<file path="src/rtl/ddr_disp_pkg.sv">
// Shared constants for the multiplexed score display: glyphs, modes, converter states.
package ddr_disp_pkg;

  // Active-low segment glyphs, bit0 = a ... bit6 = g
  localparam logic [6:0] SEG_0     = 7'h40;
  localparam logic [6:0] SEG_1     = 7'h79;
  localparam logic [6:0] SEG_2     = 7'h24;
  localparam logic [6:0] SEG_3     = 7'h30;
  localparam logic [6:0] SEG_4     = 7'h19;
  localparam logic [6:0] SEG_5     = 7'h12;
  localparam logic [6:0] SEG_6     = 7'h02;
  localparam logic [6:0] SEG_7     = 7'h78;
  localparam logic [6:0] SEG_8     = 7'h00;
  localparam logic [6:0] SEG_9     = 7'h10;
  localparam logic [6:0] SEG_A     = 7'h08;
  localparam logic [6:0] SEG_B     = 7'h03;
  localparam logic [6:0] SEG_C     = 7'h46;
  localparam logic [6:0] SEG_D     = 7'h21;
  localparam logic [6:0] SEG_E     = 7'h06;
  localparam logic [6:0] SEG_F     = 7'h0E;
  localparam logic [6:0] SEG_BLANK = 7'h7F;
  localparam logic [6:0] SEG_DASH  = 7'h3F;

  localparam logic MODE_DEC = 1'b0;
  localparam logic MODE_HEX = 1'b1;

  typedef enum logic [1:0] {
    CONV_IDLE  = 2'd0,
    CONV_SHIFT = 2'd1,
    CONV_DONE  = 2'd2
  } conv_state_e;

  // 4 * ceil(val_w * 0.302 + 1), in integer arithmetic
  function automatic int unsigned bcd_width(input int unsigned val_w);
    return 4 * ((val_w * 302 + 999) / 1000 + 1);
  endfunction

  function automatic logic [6:0] hex_glyph(input logic [3:0] nib);
    logic [6:0] g;
    unique case (nib)
      4'h0: g = SEG_0;
      4'h1: g = SEG_1;
      4'h2: g = SEG_2;
      4'h3: g = SEG_3;
      4'h4: g = SEG_4;
      4'h5: g = SEG_5;
      4'h6: g = SEG_6;
      4'h7: g = SEG_7;
      4'h8: g = SEG_8;
      4'h9: g = SEG_9;
      4'hA: g = SEG_A;
      4'hB: g = SEG_B;
      4'hC: g = SEG_C;
      4'hD: g = SEG_D;
      4'hE: g = SEG_E;
      default: g = SEG_F;
    endcase
    return g;
  endfunction

endpackage

</file>
<file path="src/rtl/bin2bcd_seq.sv">
// Sequential double-dabble binary-to-BCD converter, one bit per cycle.
module bin2bcd_seq
  import ddr_disp_pkg::*;
#(
  parameter int unsigned VAL_W = 14,
  parameter int unsigned BCD_W = 24
) (
  input  logic             i_clk,
  input  logic             i_rst,
  input  logic             i_start,
  input  logic [VAL_W-1:0] i_bin,
  output logic             o_busy,
  output logic             o_done_c,
  output logic [BCD_W-1:0] o_bcd
);

  localparam int unsigned N_NIB = BCD_W / 4;
  localparam int unsigned CNT_W = $clog2(VAL_W + 1);

  conv_state_e      state_q, state_d;
  logic [VAL_W-1:0] bin_q, bin_d;
  logic [BCD_W-1:0] bcd_q, bcd_d, bcd_adj;
  logic [CNT_W-1:0] cnt_q, cnt_d;
  logic             busy_q, busy_d;

  always_ff @(posedge i_clk or negedge i_rst) begin
    if (!i_rst) begin
      state_q <= CONV_IDLE;
      bin_q   <= '0;
      bcd_q   <= '0;
      cnt_q   <= '0;
      busy_q  <= 1'b0;
    end else begin
      state_q <= state_d;
      bin_q   <= bin_d;
      bcd_q   <= bcd_d;
      cnt_q   <= cnt_d;
      busy_q  <= busy_d;
    end
  end

  always_comb begin
    state_d = state_q;
    bin_d   = bin_q;
    bcd_d   = bcd_q;
    cnt_d   = cnt_q;
    busy_d  = busy_q;
    bcd_adj = bcd_q;

    // add-3 correction on every nibble before the shift
    for (int i = 0; i < N_NIB; i++) begin
      if (bcd_q[4*i +: 4] >= 4'd5) begin
        bcd_adj[4*i +: 4] = bcd_q[4*i +: 4] + 4'd3;
      end
    end

    unique case (state_q)
      CONV_IDLE: begin
        if (i_start) begin
          state_d = CONV_SHIFT;
          bin_d   = i_bin;
          bcd_d   = '0;
          cnt_d   = '0;
          busy_d  = 1'b1;
        end
      end
      CONV_SHIFT: begin
        bcd_d = {bcd_adj[BCD_W-2:0], bin_q[VAL_W-1]};
        bin_d = {bin_q[VAL_W-2:0], 1'b0};
        cnt_d = cnt_q + CNT_W'(1);
        if (cnt_q == CNT_W'(VAL_W - 1)) begin
          state_d = CONV_DONE;
        end
      end
      CONV_DONE: begin
        busy_d  = 1'b0;
        state_d = CONV_IDLE;
      end
      default: state_d = CONV_IDLE;
    endcase
  end

  assign o_busy   = busy_q;
  assign o_done_c = (state_q == CONV_DONE);
  assign o_bcd    = bcd_q;

endmodule

</file>
<file path="src/rtl/score_display_mux.sv">
// Score/difficulty display: BCD or hex value, time-multiplexed onto N_DIGITS seven-segment digits.
module score_display_mux
  import ddr_disp_pkg::*;
#(
  parameter int unsigned VAL_W       = 14,
  parameter int unsigned N_DIGITS    = 4,
  parameter int unsigned REFRESH_DIV = 100000,
  parameter int unsigned BLINK_DIV   = 25000000
) (
  input  logic                i_clk,
  input  logic                i_rst,
  input  logic [VAL_W-1:0]    i_value,
  input  logic                i_load,
  input  logic                i_mode,
  input  logic                i_blank_lz,
  input  logic                i_blink,
  input  logic [N_DIGITS-1:0] i_dp,
  output logic                o_busy,
  output logic                o_overflow,
  output logic [7:0]          o_seg,
  output logic [N_DIGITS-1:0] o_an
);

  localparam int unsigned BCD_W   = bcd_width(VAL_W);
  localparam int unsigned DISP_W  = 4 * N_DIGITS;
  localparam int unsigned IDX_W   = (N_DIGITS > 1) ? $clog2(N_DIGITS) : 1;
  localparam int unsigned REF_W   = (REFRESH_DIV > 1) ? $clog2(REFRESH_DIV) : 1;
  localparam int unsigned BLK_W   = (BLINK_DIV > 1) ? $clog2(BLINK_DIV) : 1;
  localparam int unsigned BCD_X_W = BCD_W + DISP_W;
  localparam int unsigned VAL_X_W = VAL_W + DISP_W;

  logic               conv_busy;
  logic               conv_done;
  logic [BCD_W-1:0]   conv_bcd;

  logic [DISP_W-1:0]   disp_q, disp_d;
  logic                mode_q, mode_d;
  logic                ovf_q, ovf_d;
  logic [REF_W-1:0]    refresh_q, refresh_d;
  logic [IDX_W-1:0]    idx_q, idx_d;
  logic [BLK_W-1:0]    blink_cnt_q, blink_cnt_d;
  logic                phase_q, phase_d;
  logic [7:0]          seg_q, seg_d;
  logic [N_DIGITS-1:0] an_q, an_d;

  logic [BCD_X_W-1:0]  bcd_x;
  logic [VAL_X_W-1:0]  val_x;
  logic                dec_ovf, hex_ovf;
  logic [N_DIGITS-1:0] blank_vec;
  logic                zero_above;
  logic [3:0]          cur_nib;
  logic                cur_dp;
  logic                cur_blank;
  logic                an_on;
  logic [6:0]          glyph;

  bin2bcd_seq #(
    .VAL_W (VAL_W),
    .BCD_W (BCD_W)
  ) u_bin2bcd (
    .i_clk    (i_clk),
    .i_rst    (i_rst),
    .i_start  (i_load && (i_mode == MODE_DEC)),
    .i_bin    (i_value),
    .o_busy   (conv_busy),
    .o_done_c (conv_done),
    .o_bcd    (conv_bcd)
  );

  // Overflow: anything left above the displayed nibbles
  assign bcd_x   = BCD_X_W'(conv_bcd);
  assign val_x   = VAL_X_W'(i_value);
  assign dec_ovf = |(bcd_x >> DISP_W);
  assign hex_ovf = |(val_x >> DISP_W);

  always_ff @(posedge i_clk or negedge i_rst) begin
    if (!i_rst) begin
      disp_q      <= '0;
      mode_q      <= MODE_DEC;
      ovf_q       <= 1'b0;
      refresh_q   <= '0;
      idx_q       <= '0;
      blink_cnt_q <= '0;
      phase_q     <= 1'b0;
      seg_q       <= '1;
      an_q        <= '1;
    end else begin
      disp_q      <= disp_d;
      mode_q      <= mode_d;
      ovf_q       <= ovf_d;
      refresh_q   <= refresh_d;
      idx_q       <= idx_d;
      blink_cnt_q <= blink_cnt_d;
      phase_q     <= phase_d;
      seg_q       <= seg_d;
      an_q        <= an_d;
    end
  end

  always_comb begin
    disp_d      = disp_q;
    mode_d      = mode_q;
    ovf_d       = ovf_q;
    refresh_d   = refresh_q + REF_W'(1);
    idx_d       = idx_q;
    blink_cnt_d = blink_cnt_q + BLK_W'(1);
    phase_d     = phase_q;
    seg_d       = '1;
    an_d        = '1;
    blank_vec   = '0;
    zero_above  = 1'b1;
    cur_nib     = '0;
    cur_dp      = 1'b0;
    cur_blank   = 1'b0;
    an_on       = 1'b0;
    glyph       = SEG_BLANK;

    // Display register, mode and overflow always move together
    if (conv_done) begin
      disp_d = DISP_W'(conv_bcd);
      mode_d = MODE_DEC;
      ovf_d  = dec_ovf;
    end else if (i_load && (i_mode == MODE_HEX) && !conv_busy) begin
      disp_d = DISP_W'(i_value);
      mode_d = MODE_HEX;
      ovf_d  = hex_ovf;
    end

    if (refresh_q == REF_W'(REFRESH_DIV - 1)) begin
      refresh_d = '0;
      idx_d     = (idx_q == IDX_W'(N_DIGITS - 1)) ? '0 : idx_q + IDX_W'(1);
    end

    if (blink_cnt_q == BLK_W'(BLINK_DIV - 1)) begin
      blink_cnt_d = '0;
      phase_d     = ~phase_q;
    end

    // Leading zeros: scan from the most significant digit down
    for (int k = N_DIGITS - 1; k >= 0; k--) begin
      zero_above   = zero_above && (disp_q[4*k +: 4] == 4'd0);
      blank_vec[k] = (k != 0) && zero_above && i_blank_lz && !ovf_q;
    end

    for (int k = 0; k < N_DIGITS; k++) begin
      if (idx_q == IDX_W'(k)) begin
        cur_nib   = disp_q[4*k +: 4];
        cur_dp    = i_dp[k];
        cur_blank = blank_vec[k];
      end
    end

    glyph = ((mode_q == MODE_DEC) && (cur_nib > 4'd9)) ? SEG_BLANK : hex_glyph(cur_nib);
    an_on = !cur_blank && !(i_blink && phase_q);

    if (!cur_blank) begin
      seg_d = {~cur_dp, (ovf_q ? SEG_DASH : glyph)};
    end

    for (int k = 0; k < N_DIGITS; k++) begin
      if ((idx_q == IDX_W'(k)) && an_on) begin
        an_d[k] = 1'b0;
      end
    end
  end

  assign o_busy     = conv_busy;
  assign o_overflow = ovf_q;
  assign o_seg      = seg_q;
  assign o_an       = an_q;

endmodule

</file>
<file path="config.mk">
export PLATFORM = sky130hd
export DESIGN_NAME = score_display_mux
export DESIGN_NICKNAME = d
export VERILOG_FILES = /design/src/rtl/ddr_disp_pkg.sv /design/src/rtl/bin2bcd_seq.sv /design/src/rtl/score_display_mux.sv
export SDC_FILE = /design/constraint.sdc
export NUM_CORES = 1
export LEC_CHECK = 0
export CAP_MARGIN = 20
export CORE_MARGIN = 4
export CORE_UTILIZATION = 55
export CTS_BUF_LIST = sky130_fd_sc_hd__clkbuf_16
export DETAILED_ROUTE_END_ITERATION = 10
export PLACE_DENSITY_LB_ADDON = 0.12
export SETUP_SLACK_MARGIN = 0.05
export SKIP_LAST_GASP = 1
export SLEW_MARGIN = 10
export SYNTH_ARGS = -nofsm -noshare
export SYNTH_HDL_FRONTEND = slang
export SYNTH_HIERARCHICAL = 1
export SYNTH_SLANG_ARGS = --single-unit
</file>
<file path="constraint.sdc">
create_clock -name i_clk -period 6.3 [get_ports i_clk]
set_input_delay 1.26 -clock i_clk [delete_from_list [all_inputs] [get_ports i_clk]]
set_output_delay 1.26 -clock i_clk [all_outputs]
set_load 0.03 [all_outputs]
</file>
======== Word-level counts from Yosys, hierarchy flattened ========
Memories as Yosys holds them, arrays and structs flattened.
Index checks and enable logic that the tools add are counted.
word-level totals
  memories ................................ 1
  memory bits (read-only) ................. 112
  bits of input ports ..................... 24
  register bits after elaboration ......... 120
memory list
  memory            words  bits a word  rd ports  clocked after Yosys merged registers in  wr ports  line                source
  (name not given)  16     7            1         0                                        0         ddr_disp_pkg.sv:40  unique case (nib)
cells by class
  magnitude comparators ................... 7
  multiplexer cells ....................... 44
  add/sub/neg operators ................... 10
  reduce and logical (&&, ||, !) cells .... 34
  equality and inequality tests ........... 10
  bitwise gates (word level) .............. 4
operators by type and width
  operator                                             count
  one-hot mux 24 bit (2 select lines)                  1
  two-way mux 4 bit                                    10
  two-way mux 16 bit                                   2
  one-hot mux 14 bit (2 select lines)                  1
  adder 25 x 1 -> 25 bit, second input constant        1
  equality test 25 bit, second input constant          1
  two-way mux 25 bit                                   1
  >= comparator 4 x 3 -> 1 bit, second input constant  6
  two-way mux 24 bit                                   1
  adder 4 x 2 -> 4 bit, second input constant          5
  logical AND 1 bit                                    18
  adder 17 x 1 -> 17 bit, second input constant        1
  equality test 17 bit, second input constant          1
  two-way mux 17 bit                                   1
  two-way mux 1 bit                                    16
  two-way mux 14 bit                                   1
  two-way mux 7 bit                                    2
  zero test 4 bit                                      3
  two-way mux 8 bit                                    1
  one-hot mux 4 bit (2 select lines)                   1
  OR reduction 8 bit                                   1
  equality test 2 bit, second input constant           3
  two-way mux 2 bit                                    3
  AND reduction 2 bit                                  3
  other kinds (14)                                     25

======== Longest topological paths before layout ========
Gate-level depths: netlist of run 1.
  depth after elaboration ................. 12
  gate-level depth with buffers ........... 12
  mapped depth without buffers ............ 10

======== Cells and area by module ========
Netlist of run 1, hierarchy kept.
by module, submodules not included
  module             instances  area an instance (um^2)  cells an instance  seq. area each (um^2)
  score_display_mux  1          3916.3                   383                1891.8
  bin2bcd_seq        1          2248.4                   211                1126.1

======== Worst setup path after synthesis of run 1 ========
No wires, ideal clock.
  path kind ............................... register to register
  from .................................... register idx_q[1]
  to ...................................... register seg_q[4], in the netlist o_seg[4]
  arrival time ............................ 2464 ps
  path slack .............................. 3740 ps
  cell stages (with the launch flop) ...... 13
  library setup time ...................... 96 ps
  path buffers ............................ 2
  period minus slack after synthesis ...... 2560 ps
  path through ............................ dfrtp_1 inv_1 ha_1 buf_2 nor2b_1 a221o_1 a22oi_1 ha_1 nor2_1 o211ai_1 and3b_1 clkbuf_1 o221ai_1
on the way
  longest elaborated chain between the ends .. 10
RTL lines
  element                         line                      source
  start: declaration              score_display_mux.sv:40   logic [IDX_W-1:0] idx_q, idx_d;
  start signal: assignment        score_display_mux.sv:92   idx_q <= idx_d;
  zero test 2 bit                 score_display_mux.sv:146  if (idx_q == IDX_W'(k)) begin
  two-way mux 4 bit (4 in a row)  score_display_mux.sv:146
  greater-than comparator 4 bit   score_display_mux.sv:153  glyph = ((mode_q == MODE_DEC) && (cur_nib > 4'd9)) ? SEG_BLANK : hex_glyph(cur_nib);
  logical AND 1 bit               score_display_mux.sv:153
  two-way mux 7 bit               score_display_mux.sv:153
  two-way mux 7 bit               score_display_mux.sv:157  seg_d = {~cur_dp, (ovf_q ? SEG_DASH : glyph)};
  two-way mux 8 bit *             score_display_mux.sv:156  if (!cur_blank) begin
  named net seg_d[4]              score_display_mux.sv:43   logic [7:0] seg_q, seg_d;
  end signal: assignment          score_display_mux.sv:95   seg_q <= seg_d;
  end: declaration                score_display_mux.sv:43
The timed path passes the listed nets; every way through them passes the cells marked *.
A chain may end at the register's enable or synchronous reset.

======== Final worst setup path of run 1 ========
  from .................................... input port i_load
  to ...................................... register u_bin2bcd.bcd_q[3], in the netlist u_bin2bcd/o_bcd[3]
on the way
  longest elaborated chain between the ends .. 3
RTL lines
  element                                   line                     source
  start: declaration                        score_display_mux.sv:13  input logic i_load,
  logical AND 1 bit                         score_display_mux.sv:63  .i_start (i_load && (i_mode == MODE_DEC)),
  inequality test 2 x 1 -> 1 bit (no line)  n/a
  AND reduction 2 bit (no line)             n/a
  end signal: assignment                    bin2bcd_seq.sv:30        bcd_q <= '0;
  end signal: assignment                    bin2bcd_seq.sv:36        bcd_q <= bcd_d;
  end: declaration                          bin2bcd_seq.sv:22        logic [BCD_W-1:0] bcd_q, bcd_d, bcd_adj;
Every way passes these cells.

==> results.toml, run 1 <==
[outcome]
status = "finished, final reports clean"

[sta]
fin_crit_ps = 3040
worst_slew_pin_slew_ps = 986
finalSetupViolCount = 0
skew_ps = 4.95
max-slew-margin-rel_pct = 34.3
fmax_ghz = 0.329
drv_slew = 0
final-hold-violation-count = 0
setup_tns_ps = 0
fin_crit_sh_pct = 48.2
worst_slack_ps = 3260
rsz0062_at_grt = "no"

[clocking]
cts_buffer_depth = 2
hold_buffers = 0
clkLatencyLatePin_ps = 410
cts_tree = "built"
cts-root-buf = "clkbuf_16"
post_cts_buffers = 0
cts-resized-gates = 0
cts_made_buffers = 17
clock_sinks = 120
clk_pin_slew_worst_paths_ps = 50
htreeDepth = 4

[setup_path]
startpoint_type = "input pin"
critPathKind = "in2reg"
crit_required_ps = 6600
path_max_fanout = 27
endpoint_kind = "flop"
critical_path_arrival_ps = 3340

[synth]
synth_seq_area_share_pct = 49.0
netlist_top_cells_area = "dfrtp_1, ha_1, dfstp_2, mux2i_1, nor2_1"
synth_top_area_share_pct = 43.8
synthesis.area_um2 = 6160
synth_common_cells = "dfrtp_1, nor2_1, nand2_1, o21ai_0"
syn_nets = 645
synth_edf_count = 0
yosysMostFrequentCell = "dfrtp_1"
syn_area_per_cell_um2 = 10.4
yosys_most_used_dff = "dfrtp_1"
synth.ff_latch_count = 120
synth_top_area_cell = "dfrtp_1"
syn_inst = 594
synth.distinct_cells = 62
yosysWarnings = 6
synthArstFlopShare_pct = 100

[layout]
synthToLayoutAreaGrowth_pct = 15.6
layout-drive-gt1-share_pct = 10.0
nets = 678
post-route-util_pct = 65.5
stdcell_area_um2 = 7130
instances_no_fill = 779
num_antenna_cells = 0

[grt]
grt_pass1_vias = 4602
gr-total-overflow = 0
grt_pass1_wl_um = 22400
track_usage_pct = 22.0
grt_max_degree = 66
grt_antenna_before_repair = 0

[detailed_routing]
viasPerCell = 5.70
detail_route.wl_per_cell_um = 16.5
drtPass1Iterations = 4
drcViolationCount = 0
vias = 4444
drt_iter0_markers = 408
dr_wl_met3_um = 454
top_layer = "met4"
wl_met1_um = 6000
wl_um = 12900
met2_length_um = 6210
drtAntennaViolNets = 0

[floorplan]
die_h_um = 114
core_area_um2 = 10900
die-area_um2 = 13000
fp.dieW_um = 114
core.rowCount = 38
start_util_pct = 56.6
num_io_pins = 38

[placed_design]
placed_area_um2 = 6590
gp_congestion = 0.824
dp.cells = 748
io_buffers = 37
post-dp-hpwl_um = 8730
dp_slack_ps = 2870

[power_and_ir_drop]
p_leak_nw = 3.13
power_density_nw_per_um2 = 431
peakVddDrop_uv = 325

[flow_run]
cap_violations = 0

[min_path]
worstHoldPathType = "reg2reg"
[per-stage QoR]
step / hold slack (ps) / power, mW
5_1_grt: 506 / 3.29
3_5_place_dp: 475 / 2.18
3_3_place_gp: 464 / 2.14
2_1_floorplan: 437 / 1.91
6_report: 482 / 3.07
4_1_cts: 483 / 3.09
[state kept, by name, summed over array words and instances, names as in the netlist, 2 cells and up]
register / cells
blink_cnt_q: 25
u_bin2bcd/o_bcd: 24
refresh_q: 17
disp_q: 16
u_bin2bcd/bin_q: 14
o_seg: 8
o_an: 4
u_bin2bcd/cnt_q: 4
idx_q: 2
u_bin2bcd/state_q: 2
[area by class of cell]
cell class	instances	area (µm²)
repair buffers	43	413
flip-flops and latches	120	3020
clock buffers	17	425
inverters	27	101
multi-input cells	418	2880
fillers	868	3760
clock inverters	14	116
well taps	140	175
[worst max-delay path, cell delays in order]
cell and delay [ps]:
clkdlybuf4s50_1 470, nor2b_1 270, or3b_1 690, nand2_8 310, o31ai_1 110, a32o_1 210
[per-layer routing]
layer | up-vias | global-route usage, %
li1 | 2167 | -
met1 | 2172 | 28.5
met2 | 83 | 35.0
met3 | 22 | 6.53
met4 | 0 | 8.23
met5 | - | 0
[cells by family after synthesis]
kind of cell	after synthesis	share of synthesized area (%)
fa+ha+maj	27	5.48
simple gates	207	18.2
flops	120	49.0
mux	26	4.28
buf+inv	56	4.36
xor+xnor	42	5.97
compound gates	116	12.8
[placed cells by master (no fill, tap or decap), types with 3 or more instances in the layout]
master and instances:
nand3_1 17, nor3b_1 5, buf_4 7, nand3b_1 3, a21oi_1 14, clkinv_2 6
nand2b_1 10, nor4b_1 6, clkdlybuf4s50_1 36, and3_1 4, ha_1 27, nor3_1 7
or3_1 4, o31ai_1 8, mux2_2 3, o21ai_0 33, dfrtp_1 108, inv_1 28
a32o_1 6, o211ai_1 5, nor4_1 3, xnor2_1 23, mux2i_1 23, o32ai_1 5
a211oi_1 3, nor2b_1 9, nor2_1 55, nand4_1 7, a22oi_1 5, clkinv_1 4
nand2_1 53, dfstp_2 12, or2_2 3, xor2_1 19, o22ai_1 16, a22o_1 10
clkbuf_16 17
[worst paths after layout]
kind / from / endpoint / slack, ps / cells after the start
setup / recovery: i_load / u_bin2bcd/o_bcd[3]$_DFFE_PN0P_ / 3260 / 6
hold / removal: blink_cnt_q[0]$_DFF_PN0_ / blink_cnt_q[0]$_DFF_PN0_ / 480 / 1
setup reg to reg: idx_q[1]$_DFFE_PN0N_ / o_seg[4]$_DFF_PN1_ / 3300 / 10
hold reg to reg: blink_cnt_q[0]$_DFF_PN0_ / blink_cnt_q[0]$_DFF_PN0_ / 480 / 1
max in group asynchronous: i_rst / refresh_q[16]$_DFF_PN0_ / 4130 / 2
min in group asynchronous: i_rst / refresh_q[6]$_DFF_PN0_ / 930 / 1
[power breakdown]
| group | switching (mW) | internal [mW] | total [mW] |
|---|---|---|---|
| Combinational | 0.574 | 0.441 | 1.01 |
| Clock | 0.328 | 0.566 | 0.893 |
| Sequential | 0.167 | 0.998 | 1.16 |
| Total | 1.07 | 2.00 | 3.07 |
Power figures use the tool's default switching activity.
==> run 2, diff against run 1 <==
--- a/config.mk
+++ b/config.mk
@@ -7,7 +7,7 @@
 export LEC_CHECK = 0
 export CAP_MARGIN = 20
 export CORE_MARGIN = 4
-export CORE_UTILIZATION = 55
+export CORE_UTILIZATION = 54
 export CTS_BUF_LIST = sky130_fd_sc_hd__clkbuf_16
 export DETAILED_ROUTE_END_ITERATION = 10
 export PLACE_DENSITY_LB_ADDON = 0.12
==> constraint.sdc (replaced) <==
create_clock -name i_clk -period 2.45 [get_ports i_clk]
set_input_delay 0.49 -clock i_clk [delete_from_list [all_inputs] [get_ports i_clk]]
set_output_delay 0.49 -clock i_clk [all_outputs]
set_load 0.03 [all_outputs]
==> results.toml, run 2 (same netlist as run 1, synthesis figures left out) <==
[outcome]
status = "finished, final reports clean"

[placed_design]
post-dp-hpwl_um = 9200
placed_area_um2 = 6750
io_buffers = 37
dp.cells = 765
gp_congestion = 0.852
dp_slack_ps = 19.4

[power_and_ir_drop]
p_sw_share_pct = 34.0
p_leak_nw = 3.28
power_density_nw_per_um2 = 1120
intPower_mw = 5.54
peakVddDrop_uv = 793
p_total_mw = 8.39
p_comb_share_pct = 33.7
clock_power_share_pct = 30.4
seq_power_share_pct = 35.8
switching_power_mw = 2.86

[setup_path]
path_max_fanout = 6
endpoint_kind = "flop"
critical_path_arrival_ps = 2660
crit_required_ps = 2780
critPathKind = "reg2reg"
startpoint_type = "flop"
rrSetupSlack_ps = 110

[sta]
hold_ws_ps = 68.3
worst_slew_pin_slew_ps = 710
skew_ps = 6.39
rsz0062_at_grt = "yes"
fin_crit_sh_pct = 95.3
worst_slack_ps = 115
max-slew-margin-rel_pct = 52.7
fmax_ghz = 0.428
finalSetupViolCount = 0
drv_slew = 0
fin_crit_ps = 2340
final-hold-violation-count = 0
setup_tns_ps = 0

[clocking]
htreeDepth = 4
clk_pin_slew_worst_paths_ps = 50
clock_sinks = 120
clkLatencyLatePin_ps = 410
cts_buffer_depth = 2
cts_tree = "built"
hold_buffers = 0
cts_made_buffers = 17
cts-root-buf = "clkbuf_16"

[floorplan]
num_io_pins = 38
fp.dieW_um = 115
core_area_um2 = 11000
start_util_pct = 56.1
die-area_um2 = 13200
core.rowCount = 38
die_h_um = 115

[detailed_routing]
viasPerCell = 5.82
wl_um = 13300
detail_route.wl_per_cell_um = 16.6
drt_iter0_markers = 404
drtPass1Iterations = 6
drtAntennaViolNets = 0
vias = 4664
drcViolationCount = 0

[layout]
instances_no_fill = 802
stdcell_area_um2 = 7480
final_common_cell = "dfrtp_1"
post-route-util_pct = 68.1
nets = 700
regMostFlops = "blink_cnt_q"
num_antenna_cells = 0
largest_reg_flops = 25
most-common-layout-cells = "dfrtp_1, nor2_1, nand2_1"
layout-drive-gt1-share_pct = 16.0
nFillCells = 824
synthToLayoutAreaGrowth_pct = 21.3

[min_path]
worstHoldPathType = "in2async"

[grt]
grt_pass1_wl_um = 22200
grt_antenna_before_repair = 0
grt_pass1_vias = 4566
grt_max_degree = 55
gr-total-overflow = 0
track_usage_pct = 21.3

[flow_run]
cap_violations = 0
[run 2: power by group through the flow]
stage          Clock (mW)  Sequential, mW  Combinational [mW]
2_1_floorplan           0            3.05                1.88
3_3_place_gp            0            3.00                2.62
3_5_place_dp            0            3.02                2.73
4_1_cts              2.59            3.00                2.76
5_1_grt              2.68            3.08                3.12
6_report             2.56            3.00                2.83
[run 2: area by class of cell]
class                           instances  area (µm²)  area share [%]
Sequential cell                       120        3020            40.4
Multi-Input combinational cell        418        2960            39.6
Timing Repair Buffer                   65         607            8.11
Clock buffer                           17         425            5.69
Clock inverter                         15         185            2.48
Tap cell                              140         175            2.34
Inverter                               27         104            1.39
[run 2: path summary, 6_finish.rpt]
path / start / to / cells past startpoint
min in group i_clk: phase_q$_DFFE_PN0N_ / phase_q$_DFFE_PN0N_ / 1
max: idx_q[0]$_DFFE_PN0N_ / o_seg[3]$_DFF_PN1_ / 10
min reg2reg: phase_q$_DFFE_PN0N_ / phase_q$_DFFE_PN0N_ / 1
min: i_rst / blink_cnt_q[19]$_DFF_PN0_ / 1
max reg2reg: idx_q[0]$_DFFE_PN0N_ / o_seg[3]$_DFF_PN1_ / 10
max in group asynchronous: i_rst / o_seg[6]$_DFF_PN1_ / 2
[run 2: critical path: stages, from the launching register on]
cell	delay, ps
dfrtp_2	440
inv_4	60
ha_4	160
nor2b_4	130
a221o_1	300
a22oi_2	270
ha_2	250
nor2_1	40
o211ai_1	200
and3b_2	280
o21ai_0	120
[run 2: repair_timing]
action                                  CTS  global route
endpoints found under the setup margin    3             7
gates cloned                              0             0
pin swaps                                 1             8
resized for setup                         1            20
setup buffers                             0             5
[run 2: layer usage]
metal | share of wire, % | GRT usage (%) | vias to the layer above
met5 | 0 | 0 | -
met4 | 1.2 | 7.98 | 0
met3 | 4.0 | 6.11 | 15
met2 | 49 | 34.0 | 108
met1 | 45 | 27.8 | 2327
li1 | - | - | 2214
==> run 3, diff against run 2 <==
--- a/config.mk
+++ b/config.mk
@@ -5,11 +5,12 @@
 export SDC_FILE = /design/constraint.sdc
 export NUM_CORES = 1
 export LEC_CHECK = 0
-export CAP_MARGIN = 20
 export CORE_MARGIN = 4
 export CORE_UTILIZATION = 54
 export CTS_BUF_LIST = sky130_fd_sc_hd__clkbuf_16
+export CTS_CLUSTER_DIAMETER = 120
 export DETAILED_ROUTE_END_ITERATION = 10
+export GPL_ROUTABILITY_DRIVEN = 0
 export PLACE_DENSITY_LB_ADDON = 0.12
 export SETUP_SLACK_MARGIN = 0.05
 export SKIP_LAST_GASP = 1
==> results of run 3 <==
No change in the layout: final DEF, timing and power equal those of run 2.
